### config.mk
export PLATFORM = sky130hd
export DESIGN_NAME = bsg_debug_halt_sequencer
export DESIGN_NICKNAME = d
export VERILOG_FILES = /design/src/rtl/bsg_debug_halt_sequencer.sv
export SDC_FILE = /design/constraint.sdc
export NUM_CORES = 1
export LEC_CHECK = 0
export ABC_AREA = 1
export CAP_MARGIN = 20
export CORE_ASPECT_RATIO = 0.6
export CORE_MARGIN = 8
export CORE_UTILIZATION = 27
export DETAILED_ROUTE_END_ITERATION = 8
export HOLD_SLACK_MARGIN = 0.12
export PLACE_DENSITY_LB_ADDON = 0.05
export RECOVER_POWER = 100
export SLEW_MARGIN = 20
export SYNTH_ARGS = -nofsm -noshare
export SYNTH_HDL_FRONTEND = slang
export SYNTH_SLANG_ARGS = --single-unit
### constraint.sdc
create_clock -name clk_i -period 4.5 [get_ports clk_i]
set_input_delay 1.35 -clock clk_i [delete_from_list [all_inputs] [get_ports clk_i]]
set_output_delay 1.35 -clock clk_i [all_outputs]
set_load 0.02 [all_outputs]
### src/rtl/bsg_debug_halt_sequencer.sv
// Debug halt sequencer: arbitrates the single AXI-lite master FIFO port between the debug
// module's system-bus master (SBA) and a four-write halt sequence (NPC redirect, software
// interrupt raise/lower, unfreeze). At most one transaction is outstanding on the port.
module bsg_debug_halt_sequencer #(
   parameter int unsigned              addr_width_p  = 32,
   parameter int unsigned              data_width_p  = 32,
   parameter logic [addr_width_p-1:0]  npc_addr_p    = 32'h0020_0010,
   parameter logic [data_width_p-1:0]  npc_data_p    = 32'h0013_0800,
   parameter logic [addr_width_p-1:0]  irq_addr_p    = 32'h0030_C000,
   parameter logic [addr_width_p-1:0]  freeze_addr_p = 32'h0020_0008,
   parameter int unsigned              cnt_width_p   = 8
) (
   input  logic                        clk_i,
   input  logic                        rst_ni,
   input  logic                        debug_req_i,
   input  logic                        dm_req_i,
   input  logic                        dm_we_i,
   input  logic [addr_width_p-1:0]     dm_addr_i,
   input  logic [data_width_p-1:0]     dm_wdata_i,
   input  logic [data_width_p/8-1:0]   dm_be_i,
   output logic                        dm_gnt_o,
   output logic                        dm_r_valid_o,
   output logic [data_width_p-1:0]     dm_r_rdata_o,
   output logic                        dm_r_err_o,
   output logic                        fifo_v_o,
   output logic                        fifo_w_o,
   output logic [addr_width_p-1:0]     fifo_addr_o,
   output logic [data_width_p-1:0]     fifo_data_o,
   output logic [data_width_p/8-1:0]   fifo_wmask_o,
   input  logic                        fifo_ready_and_i,
   input  logic                        fifo_v_i,
   input  logic [data_width_p-1:0]     fifo_data_i,
   output logic                        fifo_ready_and_o,
   output logic                        busy_o,
   output logic [cnt_width_p-1:0]      seq_cnt_o
);

   typedef enum logic [2:0] {
      StIdle, StNpc, StHiReq, StLoReq, StUnfreeze, StWaitDrop
   } state_e;

   state_e                 state_q, state_d;
   logic                   outstanding_q, outstanding_d;
   logic                   owner_q, owner_d;
   logic                   sent_q, sent_d;
   logic [cnt_width_p-1:0] seq_cnt_q, seq_cnt_d;

   logic                    seq_sel, sba_sel;
   logic [addr_width_p-1:0] seq_addr;
   logic [data_width_p-1:0] seq_data;
   logic                    start, seq_rsp, accept;

   // A new sequence may only start once any SBA transaction has drained.
   assign start   = debug_req_i & ~outstanding_q;
   // Only responses owned by the sequencer advance the FSM; stale ones have outstanding_q=0.
   assign seq_rsp = fifo_v_i & outstanding_q & owner_q;

   // Next-state logic and per-state port selection.
   always_comb begin
      state_d  = state_q;
      seq_sel  = 1'b0;
      sba_sel  = 1'b0;
      seq_addr = '0;
      seq_data = '0;
      case (state_q)
         StIdle: begin
            if (start) state_d = StNpc;
            else       sba_sel = 1'b1;
         end
         StNpc: begin
            seq_sel  = 1'b1;
            seq_addr = npc_addr_p;
            seq_data = npc_data_p;
            if (seq_rsp) state_d = StHiReq;
         end
         StHiReq: begin
            seq_sel  = 1'b1;
            seq_addr = irq_addr_p;
            seq_data = data_width_p'(1);
            if (seq_rsp) state_d = StLoReq;
         end
         StLoReq: begin
            seq_sel  = 1'b1;
            seq_addr = irq_addr_p;
            if (seq_rsp) state_d = StUnfreeze;
         end
         StUnfreeze: begin
            seq_sel  = 1'b1;
            seq_addr = freeze_addr_p;
            if (seq_rsp) state_d = StWaitDrop;
         end
         StWaitDrop: begin
            sba_sel = 1'b1;
            if (!debug_req_i) state_d = StIdle;
         end
         default: state_d = StIdle;
      endcase
   end

   // FIFO request mux: sequencer write, SBA pass-through, or idle.
   always_comb begin
      fifo_v_o     = 1'b0;
      fifo_w_o     = 1'b0;
      fifo_addr_o  = '0;
      fifo_data_o  = '0;
      fifo_wmask_o = '0;
      if (seq_sel) begin
         fifo_v_o     = ~outstanding_q & ~sent_q;
         fifo_w_o     = 1'b1;
         fifo_addr_o  = seq_addr;
         fifo_data_o  = seq_data;
         fifo_wmask_o = '1;
      end else if (sba_sel) begin
         fifo_v_o     = dm_req_i & ~outstanding_q;
         fifo_w_o     = dm_we_i;
         fifo_addr_o  = dm_addr_i;
         fifo_data_o  = dm_wdata_i;
         fifo_wmask_o = dm_be_i;
      end
   end

   assign accept = fifo_v_o & fifo_ready_and_i;

   // Outstanding/owner/sent bookkeeping and the completed-sequence counter.
   always_comb begin
      outstanding_d = outstanding_q;
      owner_d       = owner_q;
      sent_d        = sent_q;
      seq_cnt_d     = seq_cnt_q;
      if (fifo_v_i) outstanding_d = 1'b0;
      if (accept) begin
         outstanding_d = 1'b1;
         owner_d       = seq_sel;
      end
      if (seq_rsp)                sent_d = 1'b0;
      else if (seq_sel && accept) sent_d = 1'b1;
      if (seq_rsp && state_q == StUnfreeze) seq_cnt_d = seq_cnt_q + 1'b1;
   end

   // State registers.
   always_ff @(posedge clk_i or negedge rst_ni) begin
      if (!rst_ni) begin
         state_q       <= StIdle;
         outstanding_q <= 1'b0;
         owner_q       <= 1'b0;
         sent_q        <= 1'b0;
         seq_cnt_q     <= '0;
      end else begin
         state_q       <= state_d;
         outstanding_q <= outstanding_d;
         owner_q       <= owner_d;
         sent_q        <= sent_d;
         seq_cnt_q     <= seq_cnt_d;
      end
   end

   assign dm_gnt_o         = sba_sel & accept;
   assign dm_r_valid_o     = fifo_v_i & outstanding_q & ~owner_q;
   assign dm_r_rdata_o     = fifo_data_i;
   assign dm_r_err_o       = 1'b0;
   assign fifo_ready_and_o = 1'b1;
   assign busy_o           = seq_sel;
   assign seq_cnt_o        = seq_cnt_q;

endmodule
==> key figures, run 1 <==
CTS
  – # clock sinks: 14
  – CTS root buffer: clkbuf_8
  – CTS Buf Count: 3
  – Worst skew pair latency: around 0.25 ns
  – CTS max path bufs: 2
  – CTS tree: done
  – Clock transition at path regs: 0.05 ns
  – CTS H-Tree Depth: 1
  – CTS hold repair buffers: 0
  – Setup Buffers After CTS: 0
  – Post-cts resize count: 0

Setup path
  – Critical-path cell list: clkdlybuf4s50_1 > nand2_1 > nand3_1 > nand2_2 > inv_2 > buf_12 > nor2_1 > dlygate4sd3_1
  – CP arrival: 3.06 ns
  – R2r startpoint: state_q[0]
  – Setup crit start: debug_req_i
  – Worst Setup End Kind: output port
  – Startpoint types: input port
  – CP max stage cell: dlygate4sd3_1
  – Critical path class: input port to output port
  – Worst EP required: 3.15 ns
  – Top Family by Delay on Critical Path: buffers and inverters
  – Max incr delay on CP: 0.66 ns
  – Crit path buffers/inverters: 4
  – Crit path max fanout: 42

Hold path
  – Hold/Removal Path Class: register to register
  – Hold path start: seq_cnt_o[6]

Die
  – Die X: 115 µm
  – Num rows: 21
  – Die Y: between 70 and 80 µm
  – CORE AREA: 5620 µm²
  – Initial core utilization: between 20% and 30%
  – IO Pins: 222
  – Die ar.: around 8700 µm²

Synth
  – Sequential fraction of the synthesis area: roughly 22%
  – Yosys Warn Count: 0
  – Netlist Area Pre-Place: 1580 µm²
  – Top cell type by total area after synthesis: dfrtp_1
  – Top cells by area, synth: dfrtp_1 22%, buf_4 16%, inv_1 15%
  – Yosys reg bits: 14
  – Cell count after synthesis: 270
  – Average size of a mapped cell: 5.87 µm²
  – Syn_nets: 378
  – Area share of the largest cell type after synthesis: 22.1%
  – Synth unique cells: 22

Drt
  – Met3 routed WL: 790 µm
  – Wirelength per Cell: between 10 and 15 µm
  – DRT Pass-1 Iters: 4
  – DR top layer: met4
  – Met1 Routed Length: 2.75 mm
  – Total Wirelength: 7.05 mm
  – Routed length on met2: 3.39 mm
  – Vias/cell: 3.93
  – DRT antenna net count: 0
  – DRC violations left: 0
  – Violation count after the first detailed-route iteration: 63
  – Routed vias: 1,853

GRT
  – GRT Resource Usage Total: 15.0%
  – Total gr overflow: 0
  – Global-route wire length before repair: 10.2 mm
  – Antenna violations before repair: 0
  – Largest net degree at the start of global routing: 43
  – Vias in the first global route: 1,869

Timing
  – Worst slew pin tran: 0.626 ns
  – Tmin final: 4.41 ns
  – RSZ-0062 raised after global routing: false
  – Worst Clk Skew: 0.00274 ns
  – Final setup vio count: 0
  – Achievable frequency: 0.227 GHz
  – Fin. Hold Viols: 0
  – Final Max Tran Viols: 0
  – Worst Setup Slack, final: 0.0947 ns
  – Final period util: between 90 and 100%
  – Setup TNS: 0 ns
  – Slew HR: 58.1%

Finish
  – Layout cells sized above 1: 3.83%
  – Area Growth Syn to Fin: 89.5%
  – Fill count: 572
  – Post-route cell area: 3000 µm²
  – Fin nets: approximately 500
  – Ant diodes: 0
  – Fin cells: 472

Power and ir drop
  – Power consumption: roughly 0.0015 W
  – PD cells: 503 nW/µm²
  – Pleak: 1.63 nW
  – VDD IR-drop max: 0.309 mV

Run status
  – Status: finished clean

Placement
  – Placed cell areas: 2950 µm²
  – Post-placement cell count: 468
  – I/O Buffers: 155
  – Final RePlAce weighted congestion: 0.812
  – Hpwl dp: 6.18 mm
  – Pre-CTS setup slack: 0.114 ns

Run
  – Max_cap viols: 0
-- synth_stat cells, drive strengths merged --
master	n
inv	65
xnor2	4
dfrtp	14
conb	2
o21ai	6
nor2	63
mux2	1
buf	40
nand2	59
nand3	9
xor2	3
nand4	2
ha	1
a21boi	1
-- cell type report --
class / count / area, µm² / area share [%]
multi-input cells: 151 / 666 / 22.2
flip-flops and latches: 14 / 350 / 11.7
well taps: 80 / 100 / 3.33
inverters: 65 / 244 / 8.13
clock buffers: 4 / 55.1 / 1.83
repair buffers: 158 / 1590 / 52.9
-- power breakdown --
group	switching (W)	internal, W	leakage [nW]
Clock	0.0000450	0.0000776	0.0288
Sequential	0.0000194	0.000140	0.181
Combinational	0.000695	0.000532	1.42
Total	0.000760	0.000750	1.63
-- metrics by stage --
stage	hold slack [ns]	util, %
after floorplan	0.465	-
after global placement	0.487	52.5
after detailed placement	0.491	52.5
after CTS	0.499	53.5
after global routing	0.515	53.4
final	0.492	53.4
-- state kept, by name (all words and copies together) (netlist names) --
| signal | cells |
|---|---|
| outstanding_q | 1 |
| owner_q | 1 |
| sent_q | 1 |
| seq_cnt_o | 8 |
| state_q | 3 |
-- worst reg2reg max path: stages (launching register included) --
cell,delay (ns)
dfrtp_1,0.44
nor2_2,0.16
nand2_2,0.09
nor2_1,0.44
mux2_2,0.39
-- cell usage in the layout, fill, tap and decap left out, types with 2 or more instances in the layout --
cell type / n
clkdlybuf4s50_1: 111
inv_1: 64
nor2_1: 62
nand2_1: 56
dlygate4sd3_1: 44
dfrtp_1: 14
nand3_1: 7
o21ai_0: 6
xnor2_1: 4
clkbuf_8: 4
nand2_2: 3
xor2_1: 3
nand3_2: 2
nand4_1: 2
conb_1: 2
buf_4: 2
-- metal layers --
layer	vias to the layer above	track usage, %
met3	13	6.25
li1	972	-
met4	0	4.48
met2	92	26.4
met1	776	16.4
met5	-	0.602
-- worst paths after layout --
kind	cells after the start	endpoint	slack, ns
hold / removal	1	seq_cnt_o[6]	0.49
hold reg to reg	1	seq_cnt_o[6]	0.49
min in group asynchronous	1	seq_cnt_o[1]	1.56
setup reg to reg	4	seq_cnt_o[1]	2.85
setup / recovery	8	fifo_addr_o[11]	0.09
max in group asynchronous	1	owner_q	2.54
-- kinds of logic after synthesis --
| logic type | after synthesis | share of synthesized area [%] |
|---|---|---|
| AND/OR/NAND/NOR | 133 | 34.3 |
| buffers and inverters | 105 | 35.4 |
| flip-flops | 14 | 22.1 |
| AO/OA/AOI/OAI | 7 | 2.37 |
| XOR/XNOR | 7 | 3.87 |
| other | 2 | 0.474 |
| adder cells (fa/ha/maj) | 1 | 0.790 |
| multiplexers | 1 | 0.711 |
Power figures use the tool's default switching activity.
==> inputs of run 2 (changes only) <==
--- a/config.mk
+++ b/config.mk
@@ -8,8 +8,8 @@
 export ABC_AREA = 1
 export CAP_MARGIN = 20
 export CORE_ASPECT_RATIO = 0.6
-export CORE_MARGIN = 8
-export CORE_UTILIZATION = 27
+export CORE_MARGIN = 4
+export CORE_UTILIZATION = 22
 export DETAILED_ROUTE_END_ITERATION = 8
 export HOLD_SLACK_MARGIN = 0.12
 export PLACE_DENSITY_LB_ADDON = 0.05
==> constraint.sdc (replaced) <==
create_clock -name clk_i -period 4 [get_ports clk_i]
set_input_delay 1.2 -clock clk_i [delete_from_list [all_inputs] [get_ports clk_i]]
set_output_delay 1.2 -clock clk_i [all_outputs]
set_load 0.02 [all_outputs]
==> run 2 against run 1 <==
Effect of this change:
- via count up 1.3%
- highest routed layer unchanged
- sequential cell count unchanged
- clock power up 67%
==> key figures, run 2 (synthesis gave the netlist of run 1 again) <==
Run status
  – Status: finished clean

Drt
  – Vias/cell: 3.89 (-1.0%)
  – DRT antenna net count: 0 (unchanged)
  – Routed vias: 1,877 (+1.3%)
  – DRC violations left: 0 (unchanged)
  – Violation count after the first detailed-route iteration: 76 (+21%)
  – Wirelength per Cell: 13.6 µm (-8.9%)
  – Total Wirelength: 6.58 mm (-6.8%)
  – DRT Pass-1 Iters: 4 (unchanged)

Die
  – IO Pins: 222 (unchanged)
  – Die ar.: 8670 µm² (+0.14%)
  – Num rows: 23 (+9.5%)
  – Die Y: 73.7 µm (-2.1%)
  – CORE AREA: 6820 µm² (+21%)
  – Initial core utilization: 23.2% (-4.9 points)
  – Die X: 118 µm (+2.3%)

Power and ir drop
  – Power share of the clock group: 12.8% (+4.7 points)
  – Pleak: 1.81 nW (+11%)
  – Logic pwr share: 76.0% (-5.3 points)
  – Net Switching: 0.000854 W (+12%)
  – VDD IR-drop max: 0.290 mV (-6.2%)
  – Switch share: 53.1% (+2.8 points)
  – Reg power frac: 11.2% (+0.6 points)
  – Power consumption: 0.00161 W (+6.5%)
  – PD cells: 543 nW/µm² (+7.9%)
  – Int Pwr: 0.000754 W (+0.52%)

Timing
  – Worst Setup Slack, final: 0.110 ns (+0.0153 ns)
  – Worst slew pin tran: 0.640 ns (+0.0135 ns)
  – Worst Clk Skew: 0.000876 ns (-0.00186 ns)
  – Final setup vio count: 0 (unchanged)
  – RSZ-0062 raised after global routing: false
  – Slew HR: 57.2% (-0.90 points)
  – Setup TNS: 0 ns (unchanged)
  – Final Max Tran Viols: 0 (unchanged)
  – Fin. Hold Viols: 0 (unchanged)
  – Tmin final: roughly 3.9 ns
  – Final period util: 97.3%
  – Achievable frequency: ~0.26 GHz

Finish
  – Layout cells sized above 1: 4.55% (+0.72 points)
  – Ant diodes: 0 (unchanged)
  – Most frequent cells in the layout: 73 x clkdlybuf4s50_1, 66 x dlygate4sd2_1, 64 x inv_1
  – Max reg flops: 8 (unchanged)
  – Area Growth Syn to Fin: 87.0%
  – Most common cell after layout, fill and taps aside: clkdlybuf4s50_1
  – Fin cells: 483 (+2.3%)
  – Fin nets: 505 (+0.80%)

CTS
  – CTS max path bufs: 2 (unchanged)
  – Setup Buffers After CTS: 0 (unchanged)
  – # clock sinks: 14 (unchanged)
  – CTS hold repair buffers: 0 (unchanged)
  – CTS Buf Count: 3 (unchanged)
  – CTS root buffer: clkbuf_16
  – CTS H-Tree Depth: 1 (unchanged)
  – Worst skew pair latency: 0.24 ns (about the same)
  – Clock transition at path regs: 0.04 ns (about the same)
  – CTS tree: done

GRT
  – Vias in the first global route: 1,845 (-1.3%)
  – Total gr overflow: 0 (unchanged)
  – Global-route wire length before repair: 9.91 mm (-2.6%)
  – GRT Resource Usage Total: 14.4% (-0.60 points)
  – Antenna violations before repair: 0 (unchanged)
  – Largest net degree at the start of global routing: 37 (-14%)

Placement
  – Post-placement cell count: 479 (+2.4%)
  – I/O Buffers: 155 (unchanged)
  – Pre-CTS setup slack: -0.116 ns (-0.230 ns)
  – Hpwl dp: 5.79 mm (-6.4%)
  – Final RePlAce weighted congestion: 0.744 (-8.4%)

Setup path
  – Crit path max fanout: 4 (-90%)
  – Startpoint types: input port
  – Critical path class: input port to output port
  – Worst Setup End Kind: output port
  – Crit path buffers/inverters: 3 (-1)
  – Top Family by Delay on Critical Path: buffers and inverters
  – Worst EP required: 2.80 ns (-0.35 ns)
  – CP arrival: 2.69 ns (-0.37 ns)
  – Reg2reg setup slack: 2.35 ns (-0.50 ns)
  – Max incr delay on CP: 0.63 ns (-0.03 ns)
  – Most frequent CP cell: clkdlybuf4s50_1
  – Critical-path cell list: clkdlybuf4s50_1 > nand2_1 > nand3_1 > nand2_2 > inv_2 > nor2_1 > clkdlybuf4s50_1
  – CP max stage cell: clkdlybuf4s50_1

Hold path
  – Hold/Removal Path Class: register to register

Run
  – Max_cap viols: 0 (unchanged)
==> run 2: cell types whose count changed in the layout (fill, tap and decap cells not counted) <==
| cell | previous run | this run |
|---|---|---|
| clkbuf_1 | 0 | 5 |
| clkbuf_16 | 0 | 3 |
| dlygate4sd3_1 | 44 | 12 |
| buf_4 | 2 | 5 |
| clkdlybuf4s50_1 | 111 | 73 |
| dlygate4sd2_1 | 0 | 66 |
| clkbuf_8 | 4 | 1 |
==> run 2: worst reg2reg max path: stages, from the launching register on <==
cell	delay (ns)
dfrtp_1	0.43
nor2_2	0.16
nand2_2	0.10
nor2_1	0.45
mux2_2	0.40
==> run 2: metal layers <==
layer / global-route usage (%) / routed length (µm)
met5: 0 / 0
met4: 2.47 / 67
met3: 5.38 / 480
met2: 24.8 / 3200
met1: 17.7 / 2820
==> run 2: timing repair <==
| action | CTS | global route |
|---|---|---|
| setup endpoints to repair | 66 | 4 |
| hold endpoints to repair | 0 | 0 |
| pin swaps | 0 | 0 |
| gates resized for setup | 66 | 4 |
==> run 2: final timing paths <==
path | start | end | cells past startpoint
hold / removal | seq_cnt_o[6] | seq_cnt_o[6] | 1
max in group asynchronous | rst_ni | owner_q | 1
hold reg to reg | seq_cnt_o[6] | seq_cnt_o[6] | 1
min in group asynchronous | rst_ni | seq_cnt_o[1] | 1
setup reg to reg | state_q[0] | seq_cnt_o[1] | 4
setup / recovery | debug_req_i | fifo_addr_o[22] | 7
==> run 2: cell type report <==
cell class	instances	area (µm²)
multi-input combinational	151	666
inverter	65	244
timing repair buffer	162	1510
tap	87	109
sequential	14	350
fill	750	3860
clock buffer	4	88.8
==> run 2: through the flow <==
step                cell area [µm²]  utilization, %  hold WS [ns]
finish                         2960            43.4         0.488
global route                   2960            43.4         0.528
CTS                            3000            44.0         0.495
detailed placement             2990            43.9         0.485
global placement               2990            43.9         0.493
floorplan                      1580               -         0.465
==> run 2: power groups by stage <==
stage	Clock, W	Sequential [W]	Combinational [W]
finish	0.000206	0.000180	0.00122
detailed placement	0	0.000182	0.00146
global route	0.000223	0.000183	0.00133
CTS	0.000212	0.000180	0.00129
global placement	0	0.000182	0.00147
floorplan	0	0.000177	0.000793
==> inputs of run 3 (changes only) <==
--- a/config.mk
+++ b/config.mk
@@ -9,12 +9,13 @@
 export CAP_MARGIN = 20
 export CORE_ASPECT_RATIO = 0.6
 export CORE_MARGIN = 4
-export CORE_UTILIZATION = 22
+export CORE_UTILIZATION = 25
 export DETAILED_ROUTE_END_ITERATION = 8
 export HOLD_SLACK_MARGIN = 0.12
-export PLACE_DENSITY_LB_ADDON = 0.05
+export PLACE_DENSITY = 0.83
 export RECOVER_POWER = 100
 export SLEW_MARGIN = 20
 export SYNTH_ARGS = -nofsm -noshare
 export SYNTH_HDL_FRONTEND = slang
 export SYNTH_SLANG_ARGS = --single-unit
+export TNS_END_PERCENT = 20
==> constraint.sdc (replaced) <==
create_clock -name clk_i -period 3.94 [get_ports clk_i]
set_input_delay 1.182 -clock clk_i [delete_from_list [all_inputs] [get_ports clk_i]]
set_output_delay 1.182 -clock clk_i [all_outputs]
set_load 0.02 [all_outputs]
==> run 3 against run 2 <==
Effect of this change:
- final area fell by 1.9%
- die area decreased by 11%
- global-route usage increased by 0.68 points
- hold slack better by 0.0057 ns
- non-clock buffer count decreased by 2
- critical path depth rose by 1
- clock power down 44%
- worst setup slack gained 0.027 ns
- combinational power hardly changed
- clock skew is 0.0015 ns higher
- first-iteration DRC count decreased by 2.6%
- utilization is 3.9 points higher
- critical path type unchanged
==> key figures, run 3 (synthesis gave the netlist of run 1 again) <==
Run status
  – Status: finished clean

Placement
  – Final RePlAce weighted congestion: 0.835 (+12%)
  – Hpwl dp: 5.23 mm (-9.7%)
  – Placed cell areas: 2990 µm² (-0.21%)
  – I/O Buffers: 155 (unchanged)
  – Pre-CTS setup slack: -0.146 ns (-0.0303 ns)

Power and ir drop
  – VDD IR-drop max: 0.255 mV (-12%)
  – Pleak: 1.79 nW (-0.96%)
  – PD cells: 520 nW/µm² (-4.2%)
  – Power consumption: 0.00151 W (-6.1%)

Drt
  – Routed vias: 1,921 (+2.3%)
  – DRC violations left: 0 (unchanged)
  – DRT antenna net count: 0 (unchanged)
  – Total Wirelength: 6.14 mm (-6.6%)
  – Violation count after the first detailed-route iteration: 74 (-2.6%)
  – DRT Pass-1 Iters: 4 (unchanged)
  – Vias/cell: 4.03 (+3.6%)
  – Wirelength per Cell: 12.9 µm (-5.4%)

Finish
  – Post-route cell area: 2910 µm² (-1.9%)
  – Fin nets: 503 (-0.40%)
  – Max reg flops: 8 (unchanged)
  – Fill count: 642 (-14%)
  – Most frequent cells in the layout: 72 x clkdlybuf4s50_1, 70 x dlygate4sd2_1, 64 x inv_1
  – Most common cell after layout, fill and taps aside: clkdlybuf4s50_1
  – Ant diodes: 0 (unchanged)
  – Sequential Area: 350 µm² (unchanged)
  – Layout cells sized above 1: 4.07% (-0.47 points)
  – Multi-input gate area: 666 µm² (unchanged)
  – Area Growth Syn to Fin: 83.4%

CTS
  – CTS max path bufs: 2 (unchanged)
  – Worst skew pair latency: 0.24 ns (about the same)
  – CTS Buf Count: 3 (unchanged)
  – CTS tree: done
  – CTS root buffer: clkbuf_8
  – CTS H-Tree Depth: 1 (unchanged)
  – Clock transition at path regs: 0.06 ns (+0.02 ns)
  – # clock sinks: 14 (unchanged)
  – Setup Buffers After CTS: 0 (unchanged)
  – CTS hold repair buffers: 0 (unchanged)

Timing
  – RSZ-0062 raised after global routing: false
  – Slew HR: 57.9% (+0.73 points)
  – Final Max Tran Viols: 0 (unchanged)
  – Hold slack: 0.493 ns (+0.00569 ns)
  – Final period util: a little over nine tenths
  – Worst Setup Slack, final: 0.137 ns (+0.0270 ns)
  – Final setup vio count: 0 (unchanged)
  – Tmin final: 3.80 ns
  – Setup TNS: 0 ns (unchanged)
  – Worst slew pin tran: 0.629 ns (-0.0109 ns)
  – Fin. Hold Viols: 0 (unchanged)
  – Achievable frequency: 0.263 GHz
  – Worst Clk Skew: 0.00237 ns (+0.00150 ns)

Hold path
  – Hold/Removal Path Class: register to register

Die
  – Num rows: 22 (-4.3%)
  – IO Pins: 222 (unchanged)
  – Die Y: 69.7 µm (-5.5%)
  – CORE AREA: 6140 µm² (-10%)
  – Die X: 111 µm (-5.8%)
  – Die ar.: 7710 µm² (-11%)
  – Initial core utilization: 25.8% (+2.6 points)

GRT
  – Global-route wire length before repair: 9.76 mm (-1.5%)
  – Vias in the first global route: 1,874 (+1.6%)
  – Antenna violations before repair: 0 (unchanged)
  – Largest net degree at the start of global routing: 35 (-5.4%)
  – Total gr overflow: 0 (unchanged)
  – GRT Resource Usage Total: 15.1% (+0.68 points)

Setup path
  – CP arrival: 2.62 ns (-0.07 ns)
  – Worst Setup End Kind: output port
  – Critical path class: input port to output port
  – Crit path max fanout: 34 (+30)
  – Worst EP required: 2.76 ns (-0.04 ns)
  – Startpoint types: input port

Run
  – Max_cap viols: 0 (unchanged)
run 3: cell types whose count changed in the layout (fill, tap and decap cells not counted), sizes merged:
cell	previous run	this run
buf	6	4
clkdlybuf4s50	73	72
dlygate4sd2	66	70
clkbuf	9	5
run 3: final cells by class:
cell class                      count  area share (%)
Timing Repair Buffer              160            51.6
Multi-Input combinational cell    151            22.9
Sequential cell                    14            12.1
Inverter                           65            8.40
Tap cell                           84            3.62
Clock buffer                        3            1.42
run 3: through the flow:
| stage | std cells | util, % |
|---|---|---|
| final | 477 | 47.3 |
| after global placement | 474 | 48.7 |
| after CTS | 477 | 47.9 |
| after global routing | 477 | 47.3 |
| after floorplan | 270 | - |
| after detailed placement | 474 | 48.7 |
run 3: critical path, cell delays in order:
cell	delay, ns
clkdlybuf4s50_1	0.48
nand2_1	0.06
nand3_1	0.09
nand2_2	0.08
inv_2	0.07
buf_6	0.24
nor2_1	0.07
dlygate4sd2_1	0.33
run 3: worst paths after layout:
kind                            slack, ns  cells past startpoint         endpoint         start
min in group asynchronous            1.40                      1     seq_cnt_o[3]        rst_ni
max in group asynchronous            2.13                      1       state_q[2]        rst_ni
worst max-delay path                 0.14                      8  fifo_addr_o[13]   debug_req_i
worst max register to register       2.30                      4     seq_cnt_o[1]    state_q[0]
worst min register to register       0.49                      1     seq_cnt_o[6]  seq_cnt_o[6]
worst min-delay path                 0.49                      1     seq_cnt_o[6]  seq_cnt_o[6]
run 3: what timing repair did:
action / in CTS / in global routing
pin swaps: 0 / 0
endpoints found under the setup margin: 70 / 1
resized for setup: 70 / 1
run 3: layer usage:
metal | part of all wire, % | up-vias | track usage (%)
met2 | 48 | 107 | 25.8
li1 | - | 979 | -
met4 | 0.20 | 0 | 1.23
met5 | 0 | - | 0
met1 | 42 | 833 | 18.3
met3 | 9.6 | 2 | 6.54
run 3: where the power goes:
| group | internal (W) | leakage, nW | switching, W | total (W) |
|---|---|---|---|---|
| Combinational | 0.000445 | 1.59 | 0.000768 | 0.00121 |
| Sequential | 0.000160 | 0.181 | 0.0000218 | 0.000182 |
| Clock | 0.0000675 | 0.0216 | 0.0000470 | 0.000115 |
